## config.mk

```make
export PLATFORM = sky130hd
export DESIGN_NAME = coherence_bus_arbiter
export DESIGN_NICKNAME = d
export VERILOG_FILES = /design/src/rtl/coherence_bus_arbiter.sv
export SDC_FILE = /design/constraint.sdc
export NUM_CORES = 1
export LEC_CHECK = 0
export ABC_CLOCK_PERIOD_IN_PS = 2100
export CORE_ASPECT_RATIO = 1.4
export CORE_MARGIN = 3
export CORE_UTILIZATION = 42
export DETAILED_ROUTE_END_ITERATION = 7
export GPL_ROUTABILITY_DRIVEN = 0
export PLACE_DENSITY = 0.81
export SYNTH_ARGS = -nofsm -noshare
export SYNTH_HDL_FRONTEND = slang
export SYNTH_SLANG_ARGS = --single-unit
```

## constraint.sdc

```tcl
create_clock -name clock -period 2.1 [get_ports clock]
set_input_delay 0.42 -clock clock [delete_from_list [all_inputs] [get_ports clock]]
set_output_delay 0.42 -clock clock [all_outputs]
set_load 0.005 [all_outputs]
```

## src/rtl/coherence_bus_arbiter.sv

```systemverilog
// Coherence bus arbiter and tenure controller.
// Grants the shared L1<->L2 bus to one L1 port, hands the mux to the L2 port
// for the response phase, then releases (or retains for HOLD_BUS) the tenure.
// A per-phase watchdog aborts hung tenures and records the offending port.
//
// Handshake: while req_ready is high (RESP phase) the L2 response on the bus
// is valid for the granted master; the master acknowledges it by driving
// HOLD_BUS (keep tenure for another phase) or NO_REQ (release). Any other
// master message leaves the response phase open.
module coherence_bus_arbiter #(
    parameter int NUM_CACHES     = 4,
    parameter int MSG_BITS       = 4,
    parameter int ARB_MODE       = 0,
    parameter int TIMEOUT_CYCLES = 1024,
    parameter int TIMER_BITS     = 11,
    localparam int BUS_SIG_WIDTH = $clog2(NUM_CACHES + 1)
) (
    input  logic                           clock,
    input  logic                           reset,
    input  logic [NUM_CACHES*MSG_BITS-1:0] cache2mem_msg,
    input  logic [MSG_BITS-1:0]            mem2controller_msg,
    output logic [BUS_SIG_WIDTH-1:0]       bus_control,
    output logic                           bus_en,
    output logic [NUM_CACHES-1:0]          curr_master,
    output logic                           req_ready,
    output logic                           timeout_err,
    output logic [BUS_SIG_WIDTH-1:0]       timeout_port,
    output logic [1:0]                     dbg_state
);

    localparam int IDX_SLOTS = 2 ** BUS_SIG_WIDTH;

    localparam logic [MSG_BITS-1:0] NO_REQ     = '0;
    localparam logic [MSG_BITS-1:0] MEM_RESP   = MSG_BITS'(10);
    localparam logic [MSG_BITS-1:0] MEM_RESP_S = MSG_BITS'(11);
    localparam logic [MSG_BITS-1:0] MEM_C_RESP = MSG_BITS'(12);
    localparam logic [MSG_BITS-1:0] REQ_FLUSH  = MSG_BITS'(13);
    localparam logic [MSG_BITS-1:0] HOLD_BUS   = MSG_BITS'(14);

    localparam bit                    WD_EN    = (TIMEOUT_CYCLES != 0);
    localparam int                    WD_LIM_I = (TIMEOUT_CYCLES == 0) ? 0 : TIMEOUT_CYCLES - 1;
    localparam logic [TIMER_BITS-1:0] WD_LIMIT = TIMER_BITS'(WD_LIM_I);

    localparam logic [BUS_SIG_WIDTH-1:0] MEM_PORT  = BUS_SIG_WIDTH'(NUM_CACHES);
    localparam logic [BUS_SIG_WIDTH-1:0] LAST_PORT = BUS_SIG_WIDTH'(NUM_CACHES - 1);

    // Encoding is visible on dbg_state: 0 idle, 1 master phase, 2 response phase.
    typedef enum logic [1:0] {
        ST_IDLE   = 2'd0,
        ST_MASTER = 2'd1,
        ST_RESP   = 2'd2
    } state_t;

    state_t                     state_q, state_d;
    logic [BUS_SIG_WIDTH-1:0]   m_q, m_d;
    logic [BUS_SIG_WIDTH-1:0]   last_grant_q, last_grant_d;
    logic [TIMER_BITS-1:0]      timer_q, timer_d;
    logic                       timeout_err_q, timeout_err_d;
    logic [BUS_SIG_WIDTH-1:0]   timeout_port_q, timeout_port_d;

    // Per-port views padded to a power of two so the master index selects directly.
    logic [IDX_SLOTS-1:0]       req_pad;
    logic [MSG_BITS-1:0]        msg_arr [IDX_SLOTS];
    logic [MSG_BITS-1:0]        cur_msg;
    logic                       l2_resp;
    logic                       grant_found;
    logic [BUS_SIG_WIDTH-1:0]   grant_idx;
    logic [BUS_SIG_WIDTH-1:0]   cand;

    // Split the request bus into per-port messages and request flags.
    always_comb begin
        req_pad = '0;
        for (int i = 0; i < IDX_SLOTS; i++) begin
            msg_arr[i] = NO_REQ;
        end
        for (int i = 0; i < NUM_CACHES; i++) begin
            msg_arr[i] = cache2mem_msg[i*MSG_BITS +: MSG_BITS];
            req_pad[i] = (cache2mem_msg[i*MSG_BITS +: MSG_BITS] != NO_REQ);
        end
        cur_msg = msg_arr[m_q];
        l2_resp = (mem2controller_msg == MEM_RESP)   || (mem2controller_msg == MEM_RESP_S) ||
                  (mem2controller_msg == MEM_C_RESP) || (mem2controller_msg == REQ_FLUSH);
    end

    // Pick the next master: rotating scan after last_grant, or lowest index first.
    always_comb begin
        grant_found = 1'b0;
        grant_idx   = '0;
        cand        = '0;
        for (int k = 0; k < NUM_CACHES; k++) begin
            if (ARB_MODE == 1) begin
                cand = BUS_SIG_WIDTH'(k);
            end else begin
                cand = BUS_SIG_WIDTH'((int'(last_grant_q) + 1 + k) % NUM_CACHES);
            end
            if (!grant_found && req_pad[cand]) begin
                grant_found = 1'b1;
                grant_idx   = cand;
            end
        end
    end

    // State register: tenure state, master, fairness pointer, watchdog and abort report.
    always_ff @(posedge clock or negedge reset) begin
        if (!reset) begin
            state_q        <= ST_IDLE;
            m_q            <= '0;
            last_grant_q   <= LAST_PORT;
            timer_q        <= '0;
            timeout_err_q  <= 1'b0;
            timeout_port_q <= '0;
        end else begin
            state_q        <= state_d;
            m_q            <= m_d;
            last_grant_q   <= last_grant_d;
            timer_q        <= timer_d;
            timeout_err_q  <= timeout_err_d;
            timeout_port_q <= timeout_port_d;
        end
    end

    // Next-state logic: legal phase transitions first, watchdog abort only if none fired.
    always_comb begin
        state_d        = state_q;
        m_d            = m_q;
        last_grant_d   = last_grant_q;
        timeout_err_d  = 1'b0;
        timeout_port_d = timeout_port_q;
        timer_d        = timer_q;

        case (state_q)
            ST_IDLE: begin
                if (grant_found) begin
                    state_d = ST_MASTER;
                    m_d     = grant_idx;
                end
            end
            ST_MASTER: begin
                if (l2_resp) begin
                    state_d = ST_RESP;
                end else if (cur_msg == NO_REQ) begin
                    state_d      = ST_IDLE;
                    last_grant_d = m_q;
                end
            end
            ST_RESP: begin
                if (cur_msg == HOLD_BUS) begin
                    state_d = ST_MASTER;
                end else if (cur_msg == NO_REQ) begin
                    state_d      = ST_IDLE;
                    last_grant_d = m_q;
                end
            end
            default: begin
                state_d = ST_IDLE;
            end
        endcase

        if (WD_EN && (state_q != ST_IDLE) && (state_d == state_q) && (timer_q == WD_LIMIT)) begin
            state_d        = ST_IDLE;
            last_grant_d   = m_q;
            timeout_err_d  = 1'b1;
            timeout_port_d = m_q;
        end

        if (state_d != state_q) begin
            timer_d = '0;
        end else if ((state_q != ST_IDLE) && (timer_q != {TIMER_BITS{1'b1}})) begin
            timer_d = timer_q + 1'b1;
        end
    end

    // Moore outputs decoded from registered state, master and abort registers.
    always_comb begin
        bus_en       = (state_q != ST_IDLE);
        req_ready    = (state_q == ST_RESP);
        bus_control  = '0;
        if (state_q == ST_RESP) begin
            bus_control = MEM_PORT;
        end else if (state_q == ST_MASTER) begin
            bus_control = m_q;
        end
        curr_master  = '0;
        for (int i = 0; i < NUM_CACHES; i++) begin
            curr_master[i] = (state_q != ST_IDLE) && (m_q == BUS_SIG_WIDTH'(i));
        end
        timeout_err  = timeout_err_q;
        timeout_port = timeout_port_q;
        dbg_state    = state_q;
    end

endmodule

```

**Word level (Yosys, flattened, before mapping)**

Index checks and enable logic that the tools add are counted.

- Output and inout port bits: 15
- Bits in registers: 23
- Input bits: 22

- Eq/ne operators: 16
- Muxes and demuxes: 35
- Order comparisons: 5
- Bitwise logic cells: 5
- Reductions and logical operators: 32
- Add/sub/neg operators: 5

Operators by type and width:

| operator | number |
|---|---|
| 3-bit two-way mux | 10 |
| 11-bit two-way mux | 2 |
| 4-bit == test (second input constant) | 5 |
| 3-bit by 4-bit less-than comparator with 1-bit output (second input constant) | 4 |
| 4-bit nonzero test | 4 |
| 1-bit binary-select mux with 3-bit select | 4 |
| 4-bit binary-select mux with 3-bit select | 1 |
| 11-bit by 1-bit adder with 11-bit output (second input constant) | 1 |
| 11-bit by 10-bit == test with 1-bit output (second input constant) | 1 |
| 11-bit != test (second input constant) | 1 |
| 1-bit logical AND | 10 |
| 2-bit two-way mux | 5 |
| 1-bit two-way mux | 9 |
| 4-bit two-way mux | 2 |
| 2-bit OR reduction | 4 |
| 3-bit by 2-bit == test with 1-bit output (second input constant) | 2 |
| 2-bit one-hot mux with 3 select lines | 1 |
| 3-bit one-hot mux with 2 select lines | 1 |
| 2-bit by 1-bit adder with 2-bit output (second input constant) | 2 |
| 2-bit adder (second input constant) | 2 |
| 1-bit AND (first input constant) | 4 |
| 4-bit >= comparator (second input constant) | 1 |
| 4-bit logical NOT | 1 |
| 3-bit inverter with 4-bit output | 1 |
| 15 further kinds | 20 |

**Depth between registers and ports, before layout**

Gate-level depths: netlist of run 1.

- Depth after elaboration: 23
- Mapped depth: 7
- Gate-level depth less buffers: 6

**Least setup slack after synthesis of run 1**

OpenSTA, ideal clock, no wires.

- Path type: register -> register
- From: register m_q[0]
- To: register timeout_port_q[0] (netlist: timeout_port[0])
- Required time: 1.975 ns
- Cell stages (with the launch flop): 7
- Data arrival time: 2.122 ns
- Slack: -0.147 ns
- Period minus slack after synthesis: 2.247 ns
- Cells stage by stage: dfrtp_1 > buf_6 > mux4_1 > or4_4 > and3_4 > buf_6 > mux2_4

- Cells in the longest elaborated chain, start to end: 11
- Elaborated cells between the ends (all ways): 13
- Classes of those cells: eq/ne (2); mux (7); bitwise (1); reduce/logical (3)

Ends and longest elaborated chain:

| what | RTL line | source |
|---|---|---|
| start: declaration | 55 | `logic [BUS_SIG_WIDTH-1:0] m_q, m_d;` |
| start signal: assignment | 114 | `m_q <= m_d;` |
| 3-bit inverter with 4-bit output (implied by the code) | 80 | `cur_msg = msg_arr[m_q];` |
| 4-bit binary-select mux with 3-bit select | 80 |  |
| 4-bit two-way mux (implied by the code) (2 in series) | 80 |  |
| 4-bit logical NOT | 141, 149 |  |
| 2-bit two-way mux | 141, 149 |  |
| 2-bit two-way mux, on equally long branches | 147, 139 |  |
| 2-bit one-hot mux with 3 select lines | 131 | `case (state_q)` |
| 2-bit == test | 159 | `if (WD_EN && (state_q != ST_IDLE) && (state_d == state_q) && (timer_q == WD_LIMIT)) begin` |
| 1-bit logical AND (2 in series) | 159 |  |
| end signal: assignment | 118 | `timeout_port_q <= timeout_port_d;` |
| end: declaration | 59 | `logic [BUS_SIG_WIDTH-1:0] timeout_port_q, timeout_port_d;` |

Several ways; a longest one is shown, not always the timed one. The select of a mux whose other input is x is not followed.
A chain may end at the register's enable or synchronous reset.

**Worst setup path in the final report of run 1**

- From: input port cache2mem_msg[9]
- To: register timeout_port_q[1] (netlist: timeout_port[1])

- Cells in the longest elaborated chain, start to end: 18
- Elaborated cells between the ends (all ways): 32
- Classes of those cells: eq/ne (2); mux (20); reduce/logical (10)

Ends and longest elaborated chain:

| what | RTL line | source |
|---|---|---|
| start: declaration | 20 | `input logic [NUM_CACHES*MSG_BITS-1:0] cache2mem_msg,` |
| 4-bit nonzero test | 78 | `req_pad[i] = (cache2mem_msg[i*MSG_BITS +: MSG_BITS] != NO_REQ);` |
| 1-bit binary-select mux with 3-bit select | 96 | `if (!grant_found && req_pad[cand]) begin` |
| 1-bit two-way mux (implied by the code) | 96 |  |
| 1-bit two-way mux | 96 |  |
| 1-bit logical NOT | 96 |  |
| 1-bit logical AND | 96 |  |
| 1-bit two-way mux | 96 |  |
| 1-bit logical NOT | 96 |  |
| 1-bit logical AND | 96 |  |
| 1-bit two-way mux | 96 |  |
| 1-bit logical NOT | 96 |  |
| 1-bit logical AND | 96 |  |
| 1-bit two-way mux | 96 |  |
| 2-bit two-way mux | 133 | `if (grant_found) begin` |
| 2-bit one-hot mux with 3 select lines * | 131 |  |
| 2-bit == test * | 159 |  |
| 1-bit logical AND * (2 in series) | 159 |  |

Mark *: on every way between the ends. The rest lies on a longest branch, timed or not. The select of a mux whose other input is x is not followed.

==> impl_metrics.py, run 1 <==
metrics = {
    "timing": {
        "skew_ns": 0.00353,
        "timing.final.ws_setup_ns": -0.130,
        "finalSetupViolations": 17,
        "holdWs_ns": 0.508,
        "clock.fmax_mhz": 448,
        "hold_viol_final": 0,
        "tns_ns": -1.31,
        "grt_setup_unrepaired": "true",
        "finalCriticalPeriod_ns": 2.23,
        "fin_crit_sh_pct": 106,
        "drv_slew": 0,
    },
    "cts": {
        "cts_made_buffers": 3,
        "cts-root-buf": "clkbuf_8",
        "clock_sink_count": 20,
        "clk_pin_slew_ns": 0.07,
        "clock_latency_ns": 0.25,
        "cts_tree": "done",
        "cts_buffer_depth": 2,
        "htreeDepth": 1,
        "holdBufCountCts": 0,
    },
    "yosys": {
        "synth_area_leader_cell": "dfrtp_1",
        "yosysSeqAreaShare_pct": 39.2,
        "synthCells": 129,
        "async_flop_share_pct": 100,
        "synth_edf_count": 0,
        "syn_area_per_cell_um2": 9.94,
        "synth_area_um2": 1280,
        "ys_types": 43,
        "syn-num-nets": 152,
        "netlist_top_cells_area": "dfrtp_1 (35%), xor2_1 (5.5%), nor2_1 (4.7%), dfstp_2 (4.1%), mux4_1 (4.1%)",
        "synth_top_area_share_pct": 35.1,
        "ys_ff_latch": 20,
        "ys.flop_type": "dfrtp_1",
        "ys_warn_count": 0,
    },
    "routing": {
        "drc": 0,
        "drtIter0Drc": 33,
        "wl_met3_um": 150,
        "wirelength_um": 3590,
        "vias": 1210,
        "first_pass_iters": 4,
        "avgRoutedWirePerCell_um": 16.5,
        "maxUsedRoutingLayer": "met4",
        "wl_met1_um": 1190,
        "met2_length_um": 2130,
        "antenna_left": 0,
        "vias_per_cell": 5.55,
    },
    "critical_path": {
        "critPathLaunchType": "input port",
        "critical_path_required_ns": 2.24,
        "crit_type": "input port to flip-flop",
        "cp_slowest_cell": "mux4_2",
        "cp-end-kind": "flip-flop",
        "path_cells": "clkdlybuf4s50_1 -> mux4_2 -> and4b_2 -> o21bai_4 -> and3_4 -> mux2_4",
        "r2r_start": "m_q[0]",
        "critPathMaxFanout": 4,
        "slowest_delay_ns": 0.53,
        "crit_arrival_ns": 2.37,
        "worstSetupStartpoint": "cache2mem_msg[9]",
    },
    "pwr": {
        "pwr_density_cell_nw_per_um2": 1110,
        "leakage_nw": 0.866,
        "ir_drop_mv": 0.680,
    },
    "final_layout": {
        "layout-drive-gt1-share_pct": 27.6,
        "fin_nets": 205,
        "diodes": 0,
        "area_growth_pct": 48.3,
    },
    "floorplanning": {
        "num_rows": 23,
        "core-area_um2": 2910,
        "die-area_um2": 3760,
        "start_util_pct": 44.1,
        "pin_count": 37,
        "die_y_um": 71.4,
        "die_w_um": 52.7,
    },
    "placement": {
        "port_buffers": 34,
        "dp_hpwl_um": 2810,
        "pre_cts_ws_ns": -0.493,
    },
    "grt": {
        "grt_usage_pct": 19.8,
        "grt_pass1_vias": 1363,
        "grt_max_degree": 21,
        "grt_overflow": 0,
        "antenna_found_initial": 0,
        "grt_pass1_wl_um": 5660,
    },
    "run_status": {
        "violations": "negative setup slack",
        "status": "complete, but fails checks",
    },
    "run": {
        "maxCapViolCount": 0,
    },
    "min_path": {
        "min_path_type": "input port to async pin",
    },
}
## placed cells by master, fill, tap and decap left out, types with 5 or more instances in the layout
cell type / instances
clkdlybuf4s50_1: 18
dfrtp_1: 17
buf_4: 17
dlygate4sd2_1: 13
nor2_1: 12
xor2_1: 8
inv_1: 6
nand2_1: 6
nand4_1: 5
nor4_1: 5
## what timing repair did
item	CTS	global route
hold endpoints to repair	0	0
buffers inserted	3	0
endpoints found under the setup margin	21	19
pin swaps	5	3
resized for setup	21	13
## power breakdown
part / leakage [nW] / switching (mW) / internal (mW)
combinational: 0.567 / 0.517 / 0.633
sequential: 0.263 / 0.109 / 0.472
clock: 0.0357 / 0.119 / 0.254
## Yosys cell counts, drive strengths merged, types with 2 or more instances
master / instances
nand2: 6
mux2: 5
a21oi: 7
or4: 2
nor2: 16
inv: 6
dfrtp: 18
xor2: 8
xnor2: 2
dfstp: 2
nand4: 5
nor2b: 2
buf: 4
o21ai: 2
mux4: 4
and2: 3
and3: 3
or3: 2
nor3: 4
clkbuf: 2
nor4: 5
nand2b: 3
nand3: 4
## cells by family (layout without fill, tap and decap cells)
| family | count (synthesis) | after routing | synth area share (%) |
|---|---|---|---|
| DFF | 20 | 20 | 39.2 |
| and+or+nand+nor | 57 | 57 | 24.1 |
| xor gates and xnor gates | 10 | 10 | 6.83 |
| AOI/OAI and AO/OA | 18 | 18 | 9.95 |
| other | 1 | 1 | 0.292 |
| buffers and inverters | 12 | 64 | 5.27 |
| adders and majority gates | 1 | 1 | 0.975 |
| muxes | 10 | 10 | 13.4 |
## flip-flops by register name, summed over array words and instances, names as in the netlist
signal,flops
timer_q,11
timeout_err,1
m_q,2
last_grant_q,2
timeout_port,2
dbg_state,2
## critical path: cells and delay by family
| family | cells | cell delay [ns] |
|---|---|---|
| multiplexers | 2 | 0.83 |
| AND/OR/NAND/NOR | 2 | 0.52 |
| buffers and inverters | 1 | 0.43 |
| AO/OA/AOI/OAI | 1 | 0.16 |
## worst paths after layout
check,to,slack [ns],depth (start not counted)
min,timer_q[7],0.51,2
max in group asynchronous,last_grant_q[1],1.33,2
max,timeout_port[1],-0.13,6
min in group clock,timeout_port[0],0.51,1
max reg2reg,timeout_port[1],-0.12,4
min reg2reg,timeout_port[0],0.51,1
## layout make-up
type / count / area (µm²)
sequential: 20 / 504
tap: 37 / 46.3
fill: 241 / 1000
inverter: 6 / 22.5
multi-input combinational: 97 / 764
clock inverter: 1 / 30.0
timing repair buffer: 54 / 493
clock buffer: 3 / 41.3
## per-stage QoR
stage                     power [mW]  instance area, µm²  util, %  cells
final                           2.10                1900     65.4    218
after global routing            2.24                1900     65.4    218
after CTS                       2.04                1860     63.8    218
after detailed placement        1.58                1750     60.4    211
after global placement          1.52                1750     60.4    211
after floorplan                 1.12                1280        -    129
## layer usage
metal,up-vias,track usage [%]
li1,568,-
met1,593,17.9
met2,37,39.4
met3,12,3.74
met4,0,9.66
met5,-,0
No activity file was read; power rests on OpenSTA's default activity.
==> run 2, diff against run 1 <==
Settings changed: ABC_CLOCK_PERIOD_IN_PS 2100 to 1820, CELL_PAD_IN_SITES_DETAIL_PLACEMENT from default to 0, CELL_PAD_IN_SITES_GLOBAL_PLACEMENT from default to 1, CORE_ASPECT_RATIO 1.4 to 0.6, CORE_UTILIZATION 42 to 32.
Clock period 2.1 ns to 1.82 ns, I/O delays scaled along.
==> run 2 against run 1 <==
The run still ends with negative setup slack left. Final area is 9.8% higher. Register-to-register slack worse by 0.28 ns. Worst hold slack worse by 0.076 ns. Flip-flop and latch count stayed put. Combinational power is 45% higher. Clock skew is 0.0015 ns lower. Wire length is 16% higher. Count of clock-buffer cells in the layout stayed put. Clock power is 18% higher. Worst setup slack worse by 0.31 ns. Sequential power is 14% higher. Critical path type unchanged. Largest cell class unchanged.
==> impl_metrics.py, run 2 (synthesis results as in run 1) <==
metrics = {
    "run_status": {
        "status": "complete, but fails checks",
        "violations": "negative setup slack",
    },
    "timing": {
        "fin_crit_sh_pct": 124,
        "drv_slew": 0,
        "clock.fmax_mhz": 443,
        "skew_ns": 0.00201,
        "grt_setup_unrepaired": "true",
        "timing.final.ws_setup_ns": -0.438,
        "hold_viol_final": 0,
        "finalCriticalPeriod_ns": 2.26,
        "finalSetupViolations": 19,
    },
    "cts": {
        "htreeDepth": 1,
        "cts-root-buf": "clkbuf_8",
        "clock_sink_count": 20,
        "cts_buffer_depth": 2,
        "cts_made_buffers": 3,
        "clk_pin_slew_ns": 0.07,
        "clock_latency_ns": 0.26,
        "cts_tree": "done",
    },
    "pwr": {
        "seqPwrFrac_pct": 23.9,
        "leakage_nw": 0.950,
        "ir_drop_mv": 0.410,
        "p_clk_share_pct": 15.9,
        "internal_power_mw": 1.78,
        "pwr_density_cell_nw_per_um2": 1330,
        "finalPower_mw": 2.77,
        "p_switching_mw": 0.996,
        "comb_power_share_pct": 60.2,
        "p_sw_share_pct": 35.9,
    },
    "grt": {
        "grt_pass1_wl_um": 6180,
        "antenna_found_initial": 0,
        "grt_usage_pct": 17.1,
        "grt_max_degree": 21,
        "grt_pass1_vias": 1278,
        "grt_overflow": 0,
    },
    "routing": {
        "vias": 1337,
        "avgRoutedWirePerCell_um": 17.0,
        "vias_per_cell": 5.46,
        "first_pass_iters": 4,
        "wirelength_um": 4170,
        "drc": 0,
        "antenna_left": 0,
        "drtIter0Drc": 67,
    },
    "critical_path": {
        "r2r_cells": 5,
        "r2r_setup_slack_ns": -0.40,
        "reg2reg_to": "last_grant_q[1]",
        "critPathLaunchType": "input port",
        "critPathMaxFanout": 5,
        "cp-end-kind": "flip-flop",
        "cp-endpoint": "last_grant_q[1]",
        "r2r_start": "m_q[0]",
        "worstSetupStartpoint": "cache2mem_msg[11]",
        "crit_type": "input port to flip-flop",
        "crit_arrival_ns": 2.45,
        "critical_path_required_ns": 2.01,
    },
    "final_layout": {
        "diodes": 0,
        "final_common_cell": "buf_4",
        "layout_common_cells": "buf_4 (28), clkdlybuf4s50_1 (22), nor2_1 (14), dfrtp_1 (14), buf_6 (9)",
        "layout-drive-gt1-share_pct": 41.9,
        "final_util_pct": 55.5,
        "top_register": "timer_q",
        "area_growth_pct": 62.8,
        "largest_reg_flops": 11,
        "fin_nets": 222,
        "fin_area_um2": 2090,
    },
    "placement": {
        "pre_cts_ws_ns": -0.721,
        "dp_hpwl_um": 2840,
        "placed_area_um2": 1790,
        "port_buffers": 34,
    },
    "floorplanning": {
        "pin_count": 37,
        "num_rows": 17,
        "start_util_pct": 34.1,
        "die_w_um": 87.7,
        "die-area_um2": 4830,
        "core-area_um2": 3760,
        "die_y_um": 55.0,
    },
    "min_path": {
        "min_path_type": "input port to async pin",
    },
    "run": {
        "maxCapViolCount": 0,
    },
}
run 2: cell type report:
| cell class | count | area [µm²] |
|---|---|---|
| Multi-Input combinational cell | 97 | 798 |
| Fill cell | 317 | 1680 |
| Clock buffer | 3 | 41.3 |
| Sequential cell | 20 | 508 |
| Tap cell | 47 | 58.8 |
| Timing Repair Buffer | 71 | 629 |
| Inverter | 6 | 22.5 |
| Clock inverter | 1 | 30.0 |
run 2: per-layer routing:
metal,up-vias,routed length (µm),track usage [%]
met5,-,0,0
met4,0,56,3.32
met3,8,315,3.85
met2,62,2030,28.4
met1,662,1770,23.2
li1,605,-,-
run 2: power by group through the flow:
stage / sequential, mW / combinational, mW / clock (mW)
floorplan: 0.605 / 0.685 / 0
global placement: 0.651 / 1.18 / 0
detailed placement: 0.658 / 1.20 / 0
CTS: 0.664 / 1.43 / 0.447
global route: 0.679 / 1.79 / 0.468
finish: 0.662 / 1.67 / 0.441
run 2: how the worst min path moves through the flow:
stage | from | endpoint | cells past startpoint
after floorplan | reset | dbg_state[0] | 0
after global placement | timeout_port[1] | timeout_port[1] | 1
after detailed placement | timeout_port[0] | timeout_port[0] | 1
after CTS | reset | timer_q[5] | 2
after global routing | reset | timer_q[2] | 2
final | reset | dbg_state[1] | 2
run 2: critical path, stage by stage:
cell,delay [ns]
clkdlybuf4s50_1,0.44
mux4_2,0.51
or4_4,0.58
nand2b_1,0.10
and2_4,0.16
mux2_4,0.30
run 2: per-stage QoR:
stage	setup TNS, ns	instances	hold WS [ns]
2_1_floorplan	-4.51	129	0.0684
3_3_place_gp	-10.96	224	0.510
3_5_place_dp	-11.89	224	0.499
4_1_cts	-6.64	239	0.438
5_1_grt	-7.92	245	0.457
6_report	-7.21	245	0.432
run 2: timing repair:
action / CTS / global route
endpoints found under the setup margin: 29 / 27
buffers inserted: 11 / 7
hold buffers: 0 / 0
pin swaps: 5 / 4
gates resized for setup: 36 / 24
==> run 3, diff against run 2 <==
Settings changed: CORE_MARGIN 3 to default, HOLD_SLACK_MARGIN from default to 0.1.
==> run 3 against run 2 <==
The run still ends with negative setup slack left. Global-route usage rose by 2.5 points. Critical path depth fell by 1. Via count fell by 4.9%. Clock power rose by 2%. Count of clock-buffer cells in the layout did not move.
==> impl_metrics.py, run 3 (synthesis results as in run 1) <==
metrics = {
    "floorplanning": {
        "pin_count": 37,
        "core-area_um2": 3740,
        "start_util_pct": 34.3,
        "die-area_um2": 4270,
        "num_rows": 17,
        "die_w_um": 83.7,
        "die_y_um": 51.0,
    },
    "grt": {
        "antenna_found_initial": 0,
        "grt_overflow": 0,
        "grt_max_degree": 21,
        "grt_usage_pct": 19.6,
        "grt_pass1_wl_um": 6480,
        "grt_pass1_vias": 1292,
    },
    "timing": {
        "timing.final.ws_setup_ns": -0.433,
        "finalCriticalPeriod_ns": 2.25,
        "fin_crit_sh_pct": 124,
        "finalSetupViolations": 19,
        "drv_slew": 0,
        "hold_viol_final": 0,
        "skew_ns": 0.00668,
        "holdWs_ns": 0.424,
        "grt_setup_unrepaired": "true",
        "clock.fmax_mhz": 444,
    },
    "pwr": {
        "finalPower_mw": 2.56,
        "leakage_nw": 0.903,
        "ir_drop_mv": 0.645,
        "pwr_density_cell_nw_per_um2": 1270,
    },
    "routing": {
        "drtIter0Drc": 145,
        "vias": 1272,
        "drc": 0,
        "antenna_left": 0,
        "avgRoutedWirePerCell_um": 16.6,
        "first_pass_iters": 4,
        "wirelength_um": 3960,
        "vias_per_cell": 5.34,
    },
    "cts": {
        "cts-root-buf": "clkbuf_8",
        "clk_pin_slew_ns": 0.08,
        "cts_buffer_depth": 2,
        "clock_sink_count": 20,
        "cts_tree": "done",
        "htreeDepth": 1,
        "cts_made_buffers": 3,
        "clock_latency_ns": 0.26,
        "holdBufCountCts": 0,
    },
    "critical_path": {
        "reg2reg_to": "timeout_port[1]",
        "r2r_setup_slack_ns": -0.40,
        "r2r_cells": 4,
        "critical_path_required_ns": 1.97,
        "worstSetupStartpoint": "cache2mem_msg[12]",
        "cp-end-kind": "flip-flop",
        "crit_cells": 5,
        "crit_type": "input port to flip-flop",
        "critPathLaunchType": "input port",
        "path_cells": "clkdlybuf4s50_1 -> mux4_2 -> or4_4 -> and3_4 -> mux2_4",
        "critPathMaxFanout": 5,
        "cp_top_family": "simple AND/OR/NAND/NOR gates",
        "cp_slowest_cell": "or4_4",
        "cp-endpoint": "timeout_port[1]",
        "critPathBufInv": 1,
        "crit_arrival_ns": 2.40,
        "slowest_delay_ns": 0.58,
        "r2r_start": "m_q[0]",
    },
    "final_layout": {
        "fin_nets": 215,
        "filler_cell_count": 317,
        "diodes": 0,
        "layout_common_cells": "buf_4 (25), clkdlybuf4s50_1 (24), nor2_1 (14), dfrtp_1 (14), xor2_1 (8)",
        "largest_reg_flops": 11,
        "final_common_cell": "buf_4",
        "layout-drive-gt1-share_pct": 41.4,
        "top_register": "timer_q",
        "fin_area_um2": 2020,
        "area_growth_pct": 57.7,
        "final_cell_count_no_fill": 238,
    },
    "min_path": {
        "min_path_type": "input port to async pin",
    },
    "run_status": {
        "violations": "negative setup slack",
        "status": "complete, but fails checks",
    },
    "placement": {
        "placed_area_um2": 1810,
        "dp_cells": 227,
        "port_buffers": 34,
        "dp_hpwl_um": 2920,
    },
    "run": {
        "maxCapViolCount": 0,
    },
}
## run 3: area by class of cell
type	count	area [µm²]	share of cell area [%]
Inverter	6	22.5	1.11
Tap cell	47	58.8	2.91
Clock inverter	1	30.0	1.49
Clock buffer	3	41.3	2.04
Multi-Input combinational cell	97	797	39.4
Timing Repair Buffer	64	564	27.9
Sequential cell	20	508	25.1
## run 3: how the worst min path moves through the flow
stage,from,to,slack [ns],cells past startpoint
floorplan,reset,dbg_state[0],0.07,0
finish,reset,timer_q[6],0.42,2
global route,reset,timer_q[6],0.44,2
detailed placement,timeout_port[0],timeout_port[0],0.50,1
global placement,timeout_port[0],timeout_port[0],0.51,1
CTS,reset,timer_q[5],0.44,2
## run 3: what timing repair did
action                     4_1_cts  5_1_grt
resized for setup               38       18
pin swaps                        4        6
setup buffers                    6        1
setup endpoints to repair       29       27
## run 3: layer usage
layer	up-vias	GRT usage, %	wire length [µm]
li1	591	-	-
met1	614	25.9	1750
met2	55	34.0	1870
met3	12	3.55	264
met4	0	3.95	76
met5	-	0	0
## run 3: stage by stage
step | setup slack [ns] | setup TNS (ns) | utilization, %
global route | -0.457 | -7.64 | 54.0
CTS | -0.401 | -5.93 | 52.8
finish | -0.433 | -6.70 | 54.0
detailed placement | -0.715 | -11.70 | 48.5
floorplan | -0.416 | -4.51 | -
global placement | -0.682 | -11.03 | 48.5
## run 3: power breakdown
group          leakage, nW  internal, mW  switching, mW
combinational        0.608         0.782          0.649
clock               0.0357         0.294          0.156
sequential           0.260         0.551          0.131
